File: src/rtl/game_pkg.sv
// Shared game definitions: state encoding seen by the graphics controller, bus widths.
// Latency: n/a (types, constants and a combinational helper only).
// Backpressure: n/a.
package game_pkg;

  localparam int HCOUNT_W = 11;
  localparam int VCOUNT_W = 10;
  localparam int DEPTH_W  = 8;
  localparam int IDX_W    = 4;
  localparam int COUNT_W  = 20;
  // Step and countdown counters are 8 bits: FRAMES_PER_STEP and START_FRAMES must be <= 255.
  localparam int STEP_W   = 8;
  localparam int CDOWN_W  = 8;

  localparam logic [COUNT_W-1:0] COUNT_MAX = '1;

  // Codes are fixed: the graphics controller decodes this same enum.
  typedef enum logic [2:0] {
    GAME_OVER        = 3'd0,
    GAME_IN_PROGRESS = 3'd1,
    GAME_WIN         = 3'd2,
    GAME_START       = 3'd3
  } game_state_t;

  // |a - b| computed in one extra bit so the full 8-bit range cannot wrap.
  function automatic logic [DEPTH_W:0] depth_abs_diff(input logic [DEPTH_W-1:0] a,
                                                      input logic [DEPTH_W-1:0] b);
    logic [DEPTH_W:0] d;
    d = {1'b0, a} - {1'b0, b};
    return d[DEPTH_W] ? (~d + 1'b1) : d;
  endfunction

endpackage

File: src/rtl/collision_accumulator.sv
// Counts collision pixels inside the active area and latches the total at each frame end.
// Latency: frame_collisions_out and new_frame_out update 1 cycle after the frame-end pixel.
// Backpressure: none; free-running on the pixel stream, count saturates instead of wrapping.
module collision_accumulator
  import game_pkg::*;
#(
  parameter int ACTIVE_H_PIXELS = 1280,
  parameter int ACTIVE_LINES    = 720
) (
  input  logic                clk_in,
  input  logic                rst_in,
  input  logic [HCOUNT_W-1:0] hcount_in,
  input  logic [VCOUNT_W-1:0] vcount_in,
  input  logic                is_collision,
  output logic                frame_end,
  output logic                new_frame_out,
  output logic [COUNT_W-1:0]  frame_collisions_out
);

  logic               active;
  logic [COUNT_W-1:0] count_q;

  // The frame-end pixel lies in vertical blanking, so clearing the running count there never drops a hit.
  assign frame_end = (hcount_in == '0) && (vcount_in == VCOUNT_W'(ACTIVE_LINES));
  assign active    = (hcount_in < HCOUNT_W'(ACTIVE_H_PIXELS)) &&
                     (vcount_in < VCOUNT_W'(ACTIVE_LINES));

  // Running count, result latch and frame pulse; reset mid-frame simply restarts the count.
  always_ff @(posedge clk_in or posedge rst_in) begin
    if (rst_in) begin
      count_q              <= '0;
      frame_collisions_out <= '0;
      new_frame_out        <= 1'b0;
    end else begin
      new_frame_out <= frame_end;
      if (frame_end) begin
        frame_collisions_out <= count_q;
        count_q              <= '0;
      end else if (active && is_collision && (count_q != COUNT_MAX)) begin
        count_q <= count_q + 1'b1;
      end
    end
  end

endmodule

File: src/rtl/game_fsm.sv
// Game sequencer: start countdown, wall advance, collision loss and win decision per frame.
// Latency: state/depth/idx update 1 cycle after new_frame_out (2 after the frame-end pixel); start_in acts next cycle.
// Backpressure: none; SPEEDUP_EN shortens the frames-per-step for later walls.
module game_fsm
  import game_pkg::*;
#(
  parameter int ACTIVE_H_PIXELS  = 1280,
  parameter int ACTIVE_LINES     = 720,
  parameter int MAX_WALL_DEPTH   = 75,
  parameter int GOAL_DEPTH_DELTA = 10,
  parameter int FRAMES_PER_STEP  = 4,
  parameter int COLLISION_THRESH = 2000,
  parameter int NUM_WALLS        = 8,
  parameter int START_FRAMES     = 120
) (
  input  logic                clk_in,
  input  logic                rst_in,
  input  logic [HCOUNT_W-1:0] hcount_in,
  input  logic [VCOUNT_W-1:0] vcount_in,
  input  logic                is_collision,
  input  logic [DEPTH_W-1:0]  player_depth_in,
  input  logic                start_in,
  output game_state_t         game_state_out,
  output logic [DEPTH_W-1:0]  wall_depth_out,
  output logic [IDX_W-1:0]    wall_idx_out,
  output logic [COUNT_W-1:0]  frame_collisions_out,
  output logic                new_frame_out
);

  localparam logic [DEPTH_W-1:0] DEPTH_RELOAD = DEPTH_W'(MAX_WALL_DEPTH);

  logic               frame_end;
  logic               new_frame;
  logic [COUNT_W-1:0] frame_coll;
  logic [DEPTH_W-1:0] player_q;

  game_state_t        state_q, state_d;
  logic [DEPTH_W-1:0] depth_q, depth_d;
  logic [IDX_W-1:0]   idx_q, idx_d;
  logic [STEP_W-1:0]  step_q, step_d;
  logic [CDOWN_W-1:0] cdown_q, cdown_d;

  logic [STEP_W-1:0]  steps_eff;
  logic [DEPTH_W:0]   depth_gap;
  logic               in_window;
  logic               too_many;
  logic [IDX_W-1:0]   idx_next;

  collision_accumulator #(
    .ACTIVE_H_PIXELS (ACTIVE_H_PIXELS),
    .ACTIVE_LINES    (ACTIVE_LINES)
  ) u_accum (
    .clk_in               (clk_in),
    .rst_in               (rst_in),
    .hcount_in            (hcount_in),
    .vcount_in            (vcount_in),
    .is_collision         (is_collision),
    .frame_end            (frame_end),
    .new_frame_out        (new_frame),
    .frame_collisions_out (frame_coll)
  );

  // Player depth is captured only at the frame end so the decision one cycle later uses that sample.
  always_ff @(posedge clk_in or posedge rst_in) begin
    if (rst_in) begin
      player_q <= '0;
    end else if (frame_end) begin
      player_q <= player_depth_in;
    end
  end

  // Frames per wall step; later walls may step faster when speedup is built in.
  always_comb begin
    steps_eff = STEP_W'(FRAMES_PER_STEP);
`ifdef SPEEDUP_EN
    if ((FRAMES_PER_STEP - int'(idx_q)) > 1) begin
      steps_eff = STEP_W'(FRAMES_PER_STEP - int'(idx_q));
    end else begin
      steps_eff = STEP_W'(1);
    end
`endif
  end

  assign depth_gap = depth_abs_diff(depth_q, player_q);
  assign in_window = (depth_gap <= (DEPTH_W + 1)'(GOAL_DEPTH_DELTA));
  assign too_many  = (frame_coll > COUNT_W'(COLLISION_THRESH));
  assign idx_next  = idx_q + 1'b1;

  // Game state register and per-game counters.
  always_ff @(posedge clk_in or posedge rst_in) begin
    if (rst_in) begin
      state_q <= GAME_START;
      depth_q <= DEPTH_RELOAD;
      idx_q   <= '0;
      step_q  <= '0;
      cdown_q <= '0;
    end else begin
      state_q <= state_d;
      depth_q <= depth_d;
      idx_q   <= idx_d;
      step_q  <= step_d;
      cdown_q <= cdown_d;
    end
  end

  // Next-state logic; every frame decision is taken on the cycle new_frame is high.
  always_comb begin
    state_d = state_q;
    depth_d = depth_q;
    idx_d   = idx_q;
    step_d  = step_q;
    cdown_d = cdown_q;
    case (state_q)
      GAME_START: begin
        if (new_frame) begin
          if (cdown_q == CDOWN_W'(START_FRAMES - 1)) begin
            state_d = GAME_IN_PROGRESS;
            cdown_d = '0;
            step_d  = '0;
          end else begin
            cdown_d = cdown_q + 1'b1;
          end
        end
      end
      GAME_IN_PROGRESS: begin
        if (new_frame) begin
          // Loss is checked against the pre-update depth and beats any clear/win this frame.
          if (in_window && too_many) begin
            state_d = GAME_OVER;
          end else if (({1'b0, step_q} + 1'b1) >= {1'b0, steps_eff}) begin
            step_d = '0;
            if (depth_q == DEPTH_W'(1)) begin
              idx_d = idx_next;
              if (idx_next == IDX_W'(NUM_WALLS)) begin
                state_d = GAME_WIN;
                depth_d = '0;
              end else begin
                depth_d = DEPTH_RELOAD;
              end
            end else begin
              depth_d = depth_q - 1'b1;
            end
          end else begin
            step_d = step_q + 1'b1;
          end
        end
      end
      GAME_OVER, GAME_WIN: begin
        if (start_in) begin
          state_d = GAME_START;
          depth_d = DEPTH_RELOAD;
          idx_d   = '0;
          step_d  = '0;
          cdown_d = '0;
        end
      end
      default: begin
        state_d = GAME_START;
        depth_d = DEPTH_RELOAD;
        idx_d   = '0;
        step_d  = '0;
        cdown_d = '0;
      end
    endcase
  end

  assign game_state_out       = state_q;
  assign wall_depth_out       = depth_q;
  assign wall_idx_out         = idx_q;
  assign frame_collisions_out = frame_coll;
  assign new_frame_out        = new_frame;

endmodule
File: config.mk
export PLATFORM = sky130hd
export DESIGN_NAME = game_fsm
export DESIGN_NICKNAME = d
export VERILOG_FILES = /design/src/rtl/game_pkg.sv /design/src/rtl/collision_accumulator.sv /design/src/rtl/game_fsm.sv
export SDC_FILE = /design/constraint.sdc
export NUM_CORES = 1
export LEC_CHECK = 0
export ABC_AREA = 1
export BUFFER_PORTS_ARGS = -buffer_cell sky130_fd_sc_hd__buf_2
export CAP_MARGIN = 20
export CELL_PAD_IN_SITES_DETAIL_PLACEMENT = 2
export CELL_PAD_IN_SITES_GLOBAL_PLACEMENT = 2
export CORE_ASPECT_RATIO = 0.6
export CORE_UTILIZATION = 35
export DETAILED_ROUTE_END_ITERATION = 8
export GPL_TIMING_DRIVEN = 0
export PLACE_DENSITY_LB_ADDON = 0.2
export SLEW_MARGIN = 0
export SYNTH_ARGS = -nofsm -noshare
export SYNTH_HDL_FRONTEND = slang
export SYNTH_SLANG_ARGS = --single-unit
File: constraint.sdc
create_clock -name clk_in -period 5.37 [get_ports clk_in]
set_input_delay 1.074 -clock clk_in [delete_from_list [all_inputs] [get_ports clk_in]]
set_output_delay 1.074 -clock clk_in [all_outputs]
set_load 0.02 [all_outputs]
# ---- Word-level counts from Yosys, hierarchy flattened
# Cells that the tools add are included.
dict set report totals {
  reg_bits 80
  inputBits 33
  output_inout_bits 36
  word_cells 92
}
dict set report classes {
  n_addsub 8
  n_lt_le_gt_ge 5
  eq_ne 18
  mux 35
  n_bitwise 3
  reduce_logical 14
}
# op count
set op_table {}
lappend op_table {{8-bit 2-to-1 mux} 13}
lappend op_table {{8-bit one-hot mux with 3 select lines} 3}
lappend op_table {{20-bit 2-to-1 mux} 2}
lappend op_table {{3-bit 2-to-1 mux} 8}
lappend op_table {{20-bit by 1-bit adder with 20-bit output (second input constant)} 1}
lappend op_table {{20-bit by 11-bit greater-than comparator with 1-bit output (second input constant)} 1}
lappend op_table {{4-bit 2-to-1 mux} 5}
lappend op_table {{20-bit inequality test (second input constant)} 1}
lappend op_table {{8-bit by 1-bit adder with 8-bit output (second input constant)} 2}
lappend op_table {{4-bit one-hot mux with 3 select lines} 1}
lappend op_table {{11-bit logical NOT} 1}
lappend op_table {{11-bit less-than comparator (second input constant)} 1}
lappend op_table {{10-bit equality test (second input constant)} 1}
lappend op_table {{10-bit less-than comparator (second input constant)} 1}
lappend op_table {{2-bit inequality test (second input constant)} 5}
lappend op_table {{5-bit AND reduction} 2}
lappend op_table {{8-bit by 1-bit adder with 9-bit output (second input constant)} 1}
lappend op_table {{9-bit by 1-bit adder with 9-bit output (second input constant)} 1}
lappend op_table {{9-bit by 3-bit >= comparator with 1-bit output (second input constant)} 1}
lappend op_table {{9-bit by 4-bit less-or-equal comparator with 1-bit output (second input constant)} 1}
lappend op_table {{9-bit 2-to-1 mux} 1}
lappend op_table {{3-bit inequality test (second input constant)} 3}
lappend op_table {{9-bit NOT} 1}
lappend op_table {{3-bit one-hot mux with 3 select lines} 1}
lappend op_table {{other kinds (18)} 25}

# ---- Logic depth before layout (Yosys ltp)
dict set report depth {
  word_depth 9
  depth_mapped 22
  ltp_nobuf 22
}

# ---- Modules after synthesis
# Synthesis repeated with hierarchy kept, for this count alone.
dict set report unflattened {
  cells_unflattened 699
  hier_area_um2 4996.0
}
# mod n_inst cells_each area_per_inst_um2 seq_area_each_um2
set by_module_without_submodules {}
lappend by_module_without_submodules {game_fsm 1 405 2812.7 958.4}
lappend by_module_without_submodules {collision_accumulator 1 294 2183.3 1026.0}

# ---- Worst setup path before layout
# Ideal clock, no wire load.
dict set report synth_path {
  path_kind {register to register}
  startpoint {register depth_q[0], in the netlist wall_depth_out[0]}
  endpoint {register depth_q[6], in the netlist wall_depth_out[6]}
  setup_ns 0.069
  arrival_time_ns 2.623
  required_ns 5.301
  slack_ns 2.678
  path_stages_with_launch 17
  path_buffers 1
  synth_period_minus_slack_ns 2.692
  path_cell_list {dfstp_2 > inv_1 > ha_1 > inv_1 > fa_1 > nor3_1 > nand3_1 > nand2_1 > nand2_1 > nand2_1 > nand3_1 > nor2_4 > nand3_4 > nand3_4 > buf_8 > nand2_1 > o21ai_2}
}
dict set report synth_via {
  elab_chain_len 8
  elab_cells_between_ends 15
  cone_classes {add/sub (3); order compare (1); eq/ne (2); mux (6); bitwise (1); reduce/logical (2)}
}
# item line
set synth_lines {}
lappend synth_lines {{start, declared} game_fsm.sv:38} ;# logic [DEPTH_W-1:0] depth_q, depth_d;
lappend synth_lines {{start signal, assigned} game_fsm.sv:99} ;# depth_q <= depth_d;
lappend synth_lines {{8-bit by 8-bit subtractor with 9-bit output} game_pkg.sv:29} ;# d = {1'b0, a} - {1'b0, b};
lappend synth_lines {{9-bit NOT} game_pkg.sv:30} ;# return d[DEPTH_W] ? (~d + 1'b1) : d;
lappend synth_lines {{9-bit by 1-bit adder with 9-bit output} game_pkg.sv:30}
lappend synth_lines {{9-bit 2-to-1 mux} game_pkg.sv:30}
lappend synth_lines {{9-bit by 4-bit less-or-equal comparator with 1-bit output} game_fsm.sv:85} ;# assign in_window = (depth_gap <= (DEPTH_W + 1)'(GOAL_DEPTH_DELTA));
lappend synth_lines {{1-bit logical AND} game_fsm.sv:128} ;# if (in_window && too_many) begin
lappend synth_lines {{2-bit inequality test (no source line)} --}
lappend synth_lines {{5-bit AND reduction (no source line)} --}
# Several ways; a longest one is shown, not always the timed one. The select of a mux whose other input is x is not followed.
# A chain may end at the register's enable or synchronous reset.

# ---- Worst setup path after layout
dict set report layout_path {
  startpoint {register depth_q[0], in the netlist wall_depth_out[0]}
  endpoint {register state_q[1], in the netlist game_state_out[1]}
}
dict set report layout_via {
  elab_chain_len 9
  elab_cells_between_ends 14
  cone_classes {add/sub (2); order compare (1); eq/ne (4); mux (4); bitwise (1); reduce/logical (2)}
}
# item line
set layout_lines {}
lappend layout_lines {{8-bit by 8-bit subtractor with 9-bit output} game_pkg.sv:29}
lappend layout_lines {{9-bit NOT} game_pkg.sv:30}
lappend layout_lines {{9-bit by 1-bit adder with 9-bit output} game_pkg.sv:30}
lappend layout_lines {{9-bit 2-to-1 mux} game_pkg.sv:30}
lappend layout_lines {{9-bit by 4-bit less-or-equal comparator with 1-bit output} game_fsm.sv:85}
lappend layout_lines {{1-bit logical AND} game_fsm.sv:128}
lappend layout_lines {{3-bit 2-to-1 mux} game_fsm.sv:128}
lappend layout_lines {{3-bit 2-to-1 mux} game_fsm.sv:126} ;# if (new_frame) begin
lappend layout_lines {{3-bit one-hot mux with 3 select lines} game_fsm.sv:113} ;# case (state_q)
lappend layout_lines {{end signal, assigned} game_fsm.sv:98} ;# state_q <= state_d;
lappend layout_lines {{end, declared} game_fsm.sv:37} ;# game_state_t state_q, state_d;
# Several ways; a longest one is shown, not always the timed one. The select of a mux whose other input is x is not followed.

==> flow_summary_export.csv <==
group,metric,value,unit
cts,cts_tree,"yes",
layout,layout-drive-gt1-share,16.0,%
global_routing,first_global_vias,5121,
flow_run,cap_violations,0,
cts,cts_resized,0,
sta,setup_tns,0,ps
worst_hold_path,hp-class,"flop to flop",
floorplanning,fp.dieW,151,um
synthesis,synth_nets,678,
routing,first_pass_iters,4,
outcome,status,"finished, final reports clean",
floorplanning,core_area,12900,um^2
cts,cts_hold_buf,0,
setup_path,cp_max_fo,5,
setup_path,critPathSlowestCell,"dfstp_2",
pwr,vdd_drop_max,143,uV
routing,wl,16300,um
pwr,powerDensity,250,nW/um^2
setup_path,crit_type,"flop to flop",
synthesis,yosysSeqAreaShare,42.5,%
layout,fillers,1549,
sta,max-slew-margin-rel,55.9,%
routing,postRouteAntennaNets,0,
setup_path,cp_cell_sequence,"inv_1 -> ha_1 -> inv_1 -> fa_1 -> nand2_1 -> nand2_1 -> nand3_1 -> nand2_1 -> nand3_1 -> nand2_1 -> nand2_1 -> nand2_1 -> nand3_1 -> nor2_4 -> nand2_1 -> nand3_1 -> nand3_1 -> nand2_1 -> nand2_1",
placed_design,hpwl,12700,um
placed_design,dpl-instance-area,5250,um^2
global_routing,track_usage,25.2,%
sta,finalHoldViolations,0,
floorplanning,die_h,91.4,um
setup_path,cp-end-kind,"flop",
cts,cts_sinks,79,
sta,skew,6.82,ps
layout,areaGrowthSynthToFinish,18.4,%
global_routing,grt_pass1_wl,26700,um
cts,htreeDepth,3,
sta,tightest_slew,662,ps
sta,setup_violations,0,
synthesis,avgSynthCellArea,7.43,um^2
sta,max_freq,308,MHz
floorplanning,design.die.area,13800,um^2
cts,clock_latency,350,ps
pwr,leakage,2.85,nW
floorplanning,rows,32,
routing,drcViolationCount,0,
placed_design,io_buffers,67,
setup_path,critPathArrivalTime,3530,ps
routing,post_drt_wl_per_cell,18.5,um
global_routing,antenna_found_initial,0,
sta,post-route-period-util,60.5,%
placed_design,gp_congestion,0.842,
layout,nets,757,
synthesis,syn_area,4670,um^2
synthesis,synthTopCellsByArea,"dfrtp_1 39%, nand2_1 13%, inv_1 6.7%, nand3_1 5.5%, nor2_1 5.2%",
sta,period_needed,3250,ps
synthesis,synth_top_area_share,39.1,%
setup_path,cp_common_cell,"nand2_1",
layout,diodes,0,
cts,post-cts-setup-buffers,0,
routing,via_per_inst,5.23,
routing,drt-initial-drc-count,139,
global_routing,grt_max_degree,55,
sta,rsz0062_at_grt,"false",
sta,maxSlewViolCount,0,
cts,cts_buffer_depth,2,
floorplanning,initial_core_util,36.1,%
global_routing,grt_overflow,0,
synthesis,synth_top_area_cell,"dfrtp_1",
cts,path_clk_slew,70,ps
synthesis,synth_seq_cells,79,
synthesis,post_synth_num_cell_types,38,
routing,vias,4613,
setup_path,start_kind,"flop",
setup_path,critical-path-max-stage-delay,580,ps
setup_path,crit_required,5650,ps
synthesis,ys_warn_count,0,
cts,cts_buffers,9,
floorplanning,ios,69,
layout,final_area,5520,um^2
cts,clock-root-buffer,"clkbuf_16",
synthesis,synthCells,628,
[cell families (layout without fill, tap and decap cells)]
kind of cell,count (synthesis),after routing,synth area share (%)
simple gates,327,327,31.1
buf+inv,98,182,8.39
compound gates,94,94,10.9
flops,79,79,42.5
fa+ha+maj,17,17,4.72
xor+xnor,12,12,2.25
other cells,1,1,0.0804
[metal layers]
metal,GRT usage [%],share of wire (%),vias up
met5,0,0,-
met4,5.67,0.94,0
met3,4.52,3.1,13
met2,39.8,45,78
met1,35.6,51,2332
li1,-,-,2190
[cells in the final DEF (no fill, tap or decap), types with 3 or more instances in the layout]
cell / count
or2_2: 3
clkbuf_1: 8
ha_1: 16
xor2_1: 10
clkbuf_16: 9
a211oi_1: 4
o21ai_0: 48
dfstp_2: 6
buf_2: 68
nor2_1: 65
nand2_1: 157
o21ai_1: 8
nand4_1: 10
nand2_2: 3
nand3b_1: 3
nor2_4: 3
nor3_1: 19
a21oi_1: 25
nor4_1: 8
dfrtp_1: 73
nand3_1: 51
inv_2: 3
inv_1: 82
[synthesized netlist by cell type]
library cell	number
nand2_1	157
inv_1	83
dfrtp_1	73
nor2_1	65
nand3_1	51
o21ai_0	48
a21oi_1	25
nor3_1	19
ha_1	16
nand4_1	10
xor2_1	10
clkbuf_1	8
nor4_1	8
o21ai_1	8
dfstp_2	6
a211oi_1	4
inv_2	3
nand2_2	3
nand3b_1	3
nor2_4	3
or2_2	3
a31oi_1	2
nand3_4	2
o21a_1	2
o21ai_2	2
xnor2_1	2
a2111oi_2	1
a21boi_1	1
buf_2	1
buf_4	1
buf_6	1
buf_8	1
conb_1	1
fa_1	1
nand3_2	1
nor3b_1	1
o21bai_1	1
or2_4	1
[through the flow]
step                hold slack, ps  setup slack (ps)  instances  power (mW)  util, %
detailed placement             445              2050        866       0.793     40.6
floorplan                      424              2280        628       0.727        -
global route                   471              1860        882        1.44     42.7
CTS                            454              2110        882        1.39     42.7
finish                         450              2120        882        1.38     42.7
global placement               444              1160        865       0.779     40.3
[worst max-delay path: cells and delay by family, from the launching register on]
family                     cells  cell delay (ps)
and+or+nand+nor               15             1810
DFF                            1              580
adders and majority gates      2              530
buffers and inverters          2              230
[final timing paths]
path,from,endpoint,slack [ps],cells after the start
min reg2reg,u_accum.count_q[2],u_accum.count_q[2],450,1
max,wall_depth_out[0],game_state_out[1],2120,19
max in group asynchronous,rst_in,wall_depth_out[3],3990,3
min in group asynchronous,rst_in,u_accum.frame_collisions_out[5],700,2
max reg2reg,wall_depth_out[0],game_state_out[1],2120,19
min,u_accum.count_q[2],u_accum.count_q[2],450,1
[final cells by class]
type                       count  area, um^2  share of cell area [%]
buffer                        12        68.8                    1.25
clock buffer                   9         225                    4.08
clock inverter                 7        53.8                   0.974
inverter                      86         325                    5.89
multi-input combinational    451        2290                    41.5
sequential                    79        1980                    35.9
tap                          170         213                    3.85
timing repair buffer          68         363                    6.57
[where the power goes]
group	switching [mW]	internal (mW)	total (mW)
logic	0.101	0.0375	0.139
clock network	0.281	0.318	0.599
registers	0.0235	0.621	0.645
total	0.405	0.977	1.38
[state kept, by name (all words and copies together), names as in the netlist]
name,flops
u_accum.new_frame_out,1
u_accum.frame_collisions_out,20
step_q,8
game_state_out,2
cdown_q,8
wall_depth_out,8
player_q,8
u_accum.count_q,20
wall_idx_out,4
Note: power is estimated with default switching activity, not from simulation.
